### config.mk
export PLATFORM = sky130hd
export DESIGN_NAME = usr_serial_sequencer
export DESIGN_NICKNAME = d
export VERILOG_FILES = /design/src/rtl/usr_serial_sequencer.sv
export SDC_FILE = /design/constraint.sdc
export NUM_CORES = 1
export LEC_CHECK = 0
export CAP_MARGIN = 10
export CORE_MARGIN = 3
export CORE_UTILIZATION = 45
export CTS_CLUSTER_SIZE = 25
export DETAILED_ROUTE_END_ITERATION = 12
export PLACE_DENSITY = 0.78
export SLEW_MARGIN = 20
export SYNTH_ARGS = -nofsm -noshare
export SYNTH_HDL_FRONTEND = slang
export SYNTH_SLANG_ARGS = --single-unit
### constraint.sdc
create_clock -name clk -period 1.9 [get_ports clk]
set_clock_uncertainty 0.1 [all_clocks]
set_input_delay 0.19 -clock clk [delete_from_list [all_inputs] [get_ports clk]]
set_output_delay 0.19 -clock clk [all_outputs]
set_load 0.005 [all_outputs]
### src/rtl/usr_serial_sequencer.sv
// Serial TX/RX engine built around an external universal shift register.
// The block loads or clears the register, then shifts it one bit every DIV clocks.
module usr_serial_sequencer #(
    parameter int WIDTH = 8,
    parameter int DIV   = 4
) (
    input  logic             clk,
    input  logic             reset,
    input  logic             cmd_valid,
    output logic             cmd_ready,
    input  logic             cmd_rx,
    input  logic             cmd_msb_first,
    input  logic [WIDTH-1:0] cmd_data,
    output logic [1:0]       usr_ctrl,
    output logic [WIDTH-1:0] usr_d,
    input  logic [WIDTH-1:0] usr_q,
    output logic             ser_out,
    input  logic             ser_in,
    output logic [WIDTH-1:0] rx_data,
    output logic             rx_valid,
    output logic             done,
    output logic             busy
);

    localparam int BW = $clog2(WIDTH + 1);
    localparam int TW = (DIV > 1) ? $clog2(DIV) : 1;

    localparam logic [1:0] CTRL_HOLD  = 2'b00;
    localparam logic [1:0] CTRL_LEFT  = 2'b01;
    localparam logic [1:0] CTRL_RIGHT = 2'b10;
    localparam logic [1:0] CTRL_LOAD  = 2'b11;

    typedef enum logic [1:0] {
        S_IDLE,
        S_LOAD,
        S_SHIFT,
        S_DONE
    } state_t;

    state_t           state_q, state_d;
    logic [TW-1:0]    tick_cnt_q, tick_cnt_d;
    logic [BW-1:0]    bit_cnt_q, bit_cnt_d;
    logic             rx_q, rx_d;
    logic             msb_q, msb_d;
    logic [WIDTH-1:0] data_q, data_d;
    logic [WIDTH-1:0] rx_data_q, rx_data_d;
    logic             rx_valid_q, rx_valid_d;

    logic tick_term;
    logic bit_last;

    assign tick_term = (tick_cnt_q == TW'(DIV - 1));
    assign bit_last  = (bit_cnt_q == BW'(WIDTH - 1));

    always_ff @(posedge clk or posedge reset) begin
        if (reset) begin
            state_q    <= S_IDLE;
            tick_cnt_q <= '0;
            bit_cnt_q  <= '0;
            rx_q       <= 1'b0;
            msb_q      <= 1'b0;
            data_q     <= '0;
            rx_data_q  <= '0;
            rx_valid_q <= 1'b0;
        end else begin
            state_q    <= state_d;
            tick_cnt_q <= tick_cnt_d;
            bit_cnt_q  <= bit_cnt_d;
            rx_q       <= rx_d;
            msb_q      <= msb_d;
            data_q     <= data_d;
            rx_data_q  <= rx_data_d;
            rx_valid_q <= rx_valid_d;
        end
    end

    always_comb begin
        state_d    = state_q;
        tick_cnt_d = tick_cnt_q;
        bit_cnt_d  = bit_cnt_q;
        rx_d       = rx_q;
        msb_d      = msb_q;
        data_d     = data_q;
        rx_data_d  = rx_data_q;
        rx_valid_d = 1'b0;
        usr_ctrl   = CTRL_HOLD;
        usr_d      = '0;
        ser_out    = 1'b1;
        done       = 1'b0;
        cmd_ready  = 1'b0;

        case (state_q)
            S_IDLE: begin
                cmd_ready = 1'b1;
                if (cmd_valid) begin
                    rx_d       = cmd_rx;
                    msb_d      = cmd_msb_first;
                    data_d     = cmd_data;
                    tick_cnt_d = '0;
                    bit_cnt_d  = '0;
                    state_d    = S_LOAD;
                end
            end
            S_LOAD: begin
                // RX loads zero so the register starts clear before bits arrive
                usr_ctrl = CTRL_LOAD;
                usr_d    = rx_q ? '0 : data_q;
                state_d  = S_SHIFT;
            end
            S_SHIFT: begin
                if (!rx_q) ser_out = msb_q ? usr_q[WIDTH-1] : usr_q[0];
                if (tick_term) begin
                    tick_cnt_d = '0;
                    bit_cnt_d  = bit_cnt_q + BW'(1);
                    usr_ctrl   = msb_q ? CTRL_LEFT : CTRL_RIGHT;
                    // Serial-in enters at the end the register shifts away from
                    if (rx_q) begin
                        if (msb_q) usr_d[0] = ser_in;
                        else       usr_d[WIDTH-1] = ser_in;
                    end
                    if (bit_last) state_d = S_DONE;
                end else begin
                    tick_cnt_d = tick_cnt_q + TW'(1);
                end
            end
            S_DONE: begin
                done    = 1'b1;
                state_d = S_IDLE;
                if (rx_q) begin
                    rx_data_d  = usr_q;
                    rx_valid_d = 1'b1;
                end
            end
            default: state_d = S_IDLE;
        endcase
    end

    assign busy     = (state_q != S_IDLE);
    assign rx_data  = rx_data_q;
    assign rx_valid = rx_valid_q;

endmodule

; ---- After elaboration in Yosys (flattened, before gate mapping)
; Index checks and enable logic that the tools add are counted.
[word_totals]
n_memories = 0
regBits = 27
mem_bits_ro = 0
wordCells = 56
output_inout_bits = 23
ram_bits = 0
latchBits = 0
input_bits = 22
[op_classes]
order_cmp = 0
n_addsub = 2
eq_ne = 8
shift = 0
n_mux = 30
n_bitwise = 0
n_reduce_logical = 8
div = 0
mul = 0
[op_table]
columns = operator, count
row1 = $mux W2, 7
row2 = $mux W1, 13
row3 = $mux W4, 2
row4 = $mux W8, 1
row5 = $pmux W2 S2, 2
row6 = $pmux W2 S4, 1
row7 = $pmux W4 S2, 1
row8 = $eq A2 B2 Y1 const B, 3
row9 = $mux W6, 1
row10 = $ne A2 B2 Y1 const B, 3
row11 = $reduce_and A2 Y1, 3
row12 = $reduce_and A3 Y1, 2
row13 = $add A4 B1 Y4 const B, 1
row14 = $eq A4 B3 Y1 const B, 1
row15 = $pmux W1 S2, 2
row16 = $reduce_bool A2 Y1, 2
row17 = $add A2 B1 Y2 const B, 1
row18 = $eq A2 B1 Y1 const B, 1
row19 = $logic_not A2 Y1, 1

; ---- Longest topological paths before layout
[depth]
ltp_word = 4
mapped_depth = 6
mapped_depth_nobuf = 5

; ---- Least setup slack after synthesis
; No wires, ideal clock.
[synth_timing]
kind = register -> register
start = reg state_q[0]
end = reg bit_cnt_q[3]
n_path_buf = 1
setup_ns = 0.069
arrival_ns = 1.502
path_slack_ns = 0.229
path_stages_with_launch = 7
t_required_ns = 1.731
cell_sequence = dfrtp_1 inv_1 ha_1 buf_6 nor2b_4 or4b_1 nand3_1
[synth_via]
elab_chain_cells = 3
[synth_lines]
columns = element, line_no
row1 = start: declaration, 40  ; state_t state_q, state_d;
row2 = start signal: assignment, 66  ; state_q <= state_d;
row3 = $eq A2 B2 Y1 / $logic_not A2 Y1 (equally long branches), 92  ; case (state_q)
row4 = $ne A2 B2 Y1 (no line) / $reduce_bool A2 Y1 (equally long branches), -
row5 = $reduce_and A3 Y1 (no line), -
row6 = end signal: assignment, 68  ; bit_cnt_q <= bit_cnt_d;
row7 = end: declaration, 42  ; logic [BW-1:0] bit_cnt_q, bit_cnt_d;
; Several ways; a longest one is shown, not always the timed one.
; A chain may end at the register's enable or synchronous reset.

; ---- Worst setup path in the final report
[layout_timing]
start = reg state_q[1]
end = out usr_d[7]
[layout_via]
elab_chain_cells = 2
[layout_lines]
columns = element, line_no
row1 = $eq A2 B2 Y1 / $eq A2 B1 Y1 (equally long branches), 92
row2 = $pmux W1 S2 (*), 92
row3 = end: declaration, 15  ; output logic [WIDTH-1:0] usr_d,
; Mark *: on every way between the ends. The rest lies on a longest branch, timed or not.

==> key figures <==
Die
  • Core box area: 2850 µm²
  • Ports: 45
  • Die Y: about 60 µm
  • Initial Util: 0.487
  • FP Rows: 19
  • Die Wd: slightly above 60 µm
  • Die area: 3790 µm²

Placement
  • Hpwl dp: around 2.3 mm
  • Gpl congestion: 0.776
  • Port bufs: 44

Setup path
  • Cell depth of the worst flop-to-flop path: 5
  • FF-to-FF End: rx_data[7]$_DFFE_PP0P_
  • Worst R2R Setup Slack: 0.11 ns
  • Setup CP Type: flip-flop to output pin
  • Worst setup EP type: output pin
  • Crit path DAT: 1.62 ns
  • Worst endpoint required time: 1.61 ns
  • Crit path launch type: flip-flop
  • FF-to-FF Start: state_q[0]$_DFFE_PP0P_
  • Crit-path max FO: 4

Yosys
  • Sequential area share after synthesis: 0.486
  • Avg Cell Area, Syn: 11.8 µm²
  • Post-synthesis cell count: 118
  • Ys Warns: 0
  • Post-synth net total: 148
  • Mapped Area: 1390 µm²
  • Top cell type's share of synthesized area: 0.486
  • Unique masters post-synth: 31
  • Yosys reg bits: 27
  • Dominant cell type by area after synthesis: dfrtp_1
  • Leading post-synthesis cells by cell area: dfrtp_1, mux2_2, ha_1

Pwr
  • Sequential share of power: 0.352
  • P per Cell Area: approximately 1500 nW/µm²
  • Pint: about 1.9 mW
  • Psw: 1.03 mW
  • Leak: 0.913 nW
  • Overall Power: 2.97 mW
  • Clk pwr share: 0.081
  • Sw frac: 0.346
  • Peak VDD IR: between 0.9 and 1 mV
  • Combinational group share of total power: 0.567

STA
  • Final setup margin: -0.0123 ns
  • Final setup fails: 1
  • Final Hold Fails: 0
  • Slew @ Worst Pin: 0.340 ns
  • Fin crit share: 1.01
  • Final min period: 1.91 ns
  • Max-slew violation count: 0
  • Rel. slew slack: 0.767
  • Fmax: 523 MHz
  • RSZ-0062 raised after global routing: true

Detailed routing
  • Residual DRC: 0
  • Via/cell ratio: 5.40
  • Wirelength per Cell: 15.6 µm
  • DR iter-0 viols: 94
  • Vias: 1117
  • WL final: ~3.2 mm
  • Detailed Routing Iterations Pass 1: 4
  • Routed Antenna Nets: 0

CTS
  • Clock sinks: 27
  • H-tree Lvls: 1
  • CTS buffer count: 3
  • Clk Latency, worst-skew pair: 0.31 ns
  • CTS Root Cell: clkbuf_4
  • Clock Tree Buf Depth: 2
  • CTS tree: yes
  • Clk slew on worst S/H paths: 0.14 ns

Finish
  • Util after Layout: 0.709
  • Share of cells above drive strength 1: 0.324
  • Fill count: 202
  • Most common cell after layout, fill and taps aside: clkdlybuf4s50_1
  • Antenna diodes: 0
  • Nets: 207
  • Most frequent cells in the layout: clkdlybuf4s50_1, dfrtp_1, mux2_2, buf_4, nand2_1
  • Synth-to-Final Area Change: 45.7%

Global routing
  • Vias in the first global route: 1150
  • Initial antenna violation count: 0
  • Global-route wire length before repair: 5.18 mm
  • GRT overflow: 0
  • GRT Total Usage: 0.188
  • Largest net degree at the start of global routing: 28

Run status
  • Status: finished, violations left
  • Failing checks: negative setup slack

Min path
  • Hold Path Class: primary input to async pin

Flow run
  • Max_cap viols: 0
critical path: stages (launching register included):
cell and delay [ns]:
dfrtp_1 0.41, buf_4 0.14, buf_4 0.13, ha_4 0.17, nand3b_1 0.10, o22ai_1 0.08, and2_1 0.17, clkbuf_2 0.11
final cells by class:
type / instances / area (µm²) / area share
Sequential cell: 27 / 676 / 0.334
Clock buffer: 4 / 26.3 / 0.0130
Multi-Input combinational cell: 81 / 736 / 0.364
Inverter: 7 / 28.8 / 0.0142
Tap cell: 31 / 38.8 / 0.0192
Timing Repair Buffer: 57 / 518 / 0.256
stage by stage:
step,hold slack [ns],cell area (µm²),std cells,setup slack [ns],TNS [ns]
CTS,0.114,2010,206,-0.0842,-0.211
detailed placement,0.386,1880,195,-0.0987,-0.555
finish,0.110,2020,207,-0.0123,-0.0123
floorplan,0.143,1390,118,0.229,0
global route,0.119,2020,207,-0.0954,-0.213
global placement,0.378,1880,195,-0.0226,-0.113
metal layers:
metal | track usage | up-vias | wire, µm
li1 | - | 529 | -
met1 | 0.234 | 538 | 1320
met2 | 0.308 | 44 | 1610
met3 | 0.0440 | 6 | 213
met4 | 0.0848 | 0 | 81
met5 | 0 | - | 0
kinds of logic (layout without fill, tap and decap cells):
group | after synthesis | after routing | synth area share
adders and majority gates | 8 | 8 | 0.0721
muxes | 22 | 22 | 0.176
DFF | 27 | 27 | 0.486
and+or+nand+nor | 37 | 37 | 0.155
buffers and inverters | 10 | 68 | 0.0342
AOI/OAI and AO/OA | 14 | 14 | 0.0766
worst max-delay path by stage:
stage	startpoint	endpoint	slack [ns]	cells after the start
after floorplan	state_q[0]$_DFFE_PP0P_	bit_cnt_q[3]$_DFFE_PP0P_	0.23	6
after global placement	state_q[1]$_DFFE_PP0P_	usr_d[5]	-0.02	6
after detailed placement	state_q[1]$_DFFE_PP0P_	usr_d[2]	-0.1	6
after CTS	state_q[1]$_DFFE_PP0P_	usr_d[7]	-0.08	7
after global routing	state_q[1]$_DFFE_PP0P_	usr_ctrl[1]	-0.1	6
final	state_q[1]$_DFFE_PP0P_	usr_d[7]	-0.01	7
cells in the mapped netlist (all sizes together):
cell and n:
nor2b 3, and3b 1, a21oi 1, and2 8, o22ai 3, nand4b 1
ha 8, a21o 1, nand4 1, nand2 10, nand3 3, inv 7
mux2 19, or4b 1, nor3 2, o311ai 1, nor2 3, a22o 1
a32o 2, mux2i 3, nand2b 1, o211ai 1, o21ai 1, a21boi 2
o32a 1, nand3b 3, buf 3, dfrtp 27
sequential cells by signal, summed over array words and instances (netlist names):
signal / cells
data_q: 8
state_q: 2
rx_data: 8
rx_valid: 1
tick_cnt_q: 2
msb_q: 1
bit_cnt_q: 4
rx_q: 1
timing repair:
action	in CTS	in global routing
endpoints found under the hold margin	0	0
resized for setup	39	14
setup buffers	7	1
pin swaps	3	3
gates cloned	0	0
endpoints found under the setup margin	13	12
hold buffers	0	0
power groups by stage:
stage,clock (mW),combinational (mW),sequential [mW]
finish,0.241,1.68,1.04
global route,0.278,1.84,1.08
CTS,0.254,1.64,1.04
detailed placement,0,1.43,1.05
global placement,0,1.38,1.02
floorplan,0,0.811,1.01
Power figures use the tool's default switching activity.
==> patch: new RTL, same flow settings <==
`data_q` no longer has a reset.
--- a/src/rtl/usr_serial_sequencer.sv
+++ b/src/rtl/usr_serial_sequencer.sv
@@ -61,3 +61,2 @@
             msb_q      <= 1'b0;
-            data_q     <= '0;
             rx_data_q  <= '0;
@@ -70,3 +69,2 @@
             msb_q      <= msb_d;
-            data_q     <= data_d;
             rx_data_q  <= rx_data_d;
@@ -74,2 +72,6 @@
         end
+    end
+
+    always_ff @(posedge clk) begin
+        data_q <= data_d;
     end
Function: no difference found for any inputs over 10 cycles, from zero or initial values and one cycle with reset high; that may be too few to reach the edited logic, so the function may still have changed.
==> patch against the unedited design <==
The flow still finishes with violations (negative setup slack); setup slack got worse by 80 ps; cell area decreased by 3.0%; sequential cell count unchanged; routed wire length decreased by 1.5%; synthesized area decreased by 3.5%; synthesized cell count decreased by 7.6%; non-clock buffer count increased by 2; sequential share of layout area increased by 3.1 points; total power decreased by 6.8%.
==> patch: results (changes against the unedited design) <==
- Worst vdd ir: 0.8085 mV (was 0.9390 mV)
- First-pass GRT wire length: 4864 µm (was 5175 µm)
- Min setup slack post-route: -92.52 ps (was -12.33 ps)
- Largest net degree at the start of global routing: 20 (was 28)
- Violated checks: negative setup slack (unchanged)
- RD Place Congestion: 0.8094 (was 0.7761)
- Post-DP Area: 1871 µm² (was 1884 µm²)
- Resized Gates After CTS: 38 (was 39)
- Worst R2R End: rx_data[0] (was rx_data[7])
- Mux contribution to synthesized area: 0.1148 (was 0.1757)
- Outcome: finished with violations (unchanged)
- Layout Cells excl Fill: 201 (was 207)
- Setup violations, final: 1 (unchanged)
- Net Sw Frac: 0.3412 (was 0.3459)
- Leakage: 0.8699 nW (was 0.9133 nW)
- Detailed Route WL: 3177 µm (was 3227 µm)
- Setup TNS: -92.52 ps (was -12.33 ps)
- Setup WS pre-CTS: -80.55 ps (was -98.71 ps)
- Vias in the first global route: 1,130 (was 1,150)
- WP data arrival: 1700 ps (was 1620 ps)
- Top cell types by occurrence after synthesis: 19 x dfrtp_1, 11 x mux2_2, 9 x nand2_1 (was 27 x dfrtp_1, 19 x mux2_2, 9 x nand2_1)
- Compound-Gate Fraction of Synth Area: 0.08217 (was 0.07658)
- Post-DP HPWL: 2389 µm (was 2329 µm)
- Seq/Total Area, Yosys: 0.5341 (was 0.4865)
- Area contributors post-synth: dfrtp_1 35%, edfxtp_1 18%, mux2_2 9.2% (was dfrtp_1 49%, mux2_2 15%, ha_1 7.2%)
- Post-CTS Setup Bufs: 3 (was 7)
- Initial drt markers: 30 (was 94)
- Layout cells sized above 1: 0.3000 (was 0.3239)
- Asr flop ratio synth: 0.7037 (was 1.000)
- Crit path largest cell delay: 440 ps (was 410 ps)
- Number of flops mapped to enable cells by yosys: 8 (was 0)
patch: final cells by class:
class | instances | area [µm²]
clock buffer | 3 | 22.52
clock inverter | 1 | 5.005
fill | 204 | 842.1
inverter | 8 | 30.03
multi-input combinational | 72 | 629.4
sequential | 27 | 715.7
tap | 31 | 38.79
timing repair buffer | 59 | 521.8
patch: power by group through the flow:
| stage | sequential [mW] | clock [mW] | combinational, mW |
|---|---|---|---|
| 3_5_place_dp | 0.996 | 0 | 1.35 |
| 3_3_place_gp | 0.978 | 0 | 1.31 |
| 6_report | 0.991 | 0.243 | 1.53 |
| 4_1_cts | 0.989 | 0.251 | 1.46 |
| 5_1_grt | 1.02 | 0.271 | 1.68 |
| 2_1_floorplan | 0.967 | 0 | 0.702 |
patch: per-layer routing:
metal | GRT usage | up-vias | wire (µm)
met1 | 0.2040 | 513 | 1368
met5 | 0 | - | 0
met4 | 0.06502 | 0 | 78
met3 | 0.05532 | 8 | 211
li1 | - | 512 | -
met2 | 0.3069 | 31 | 1519
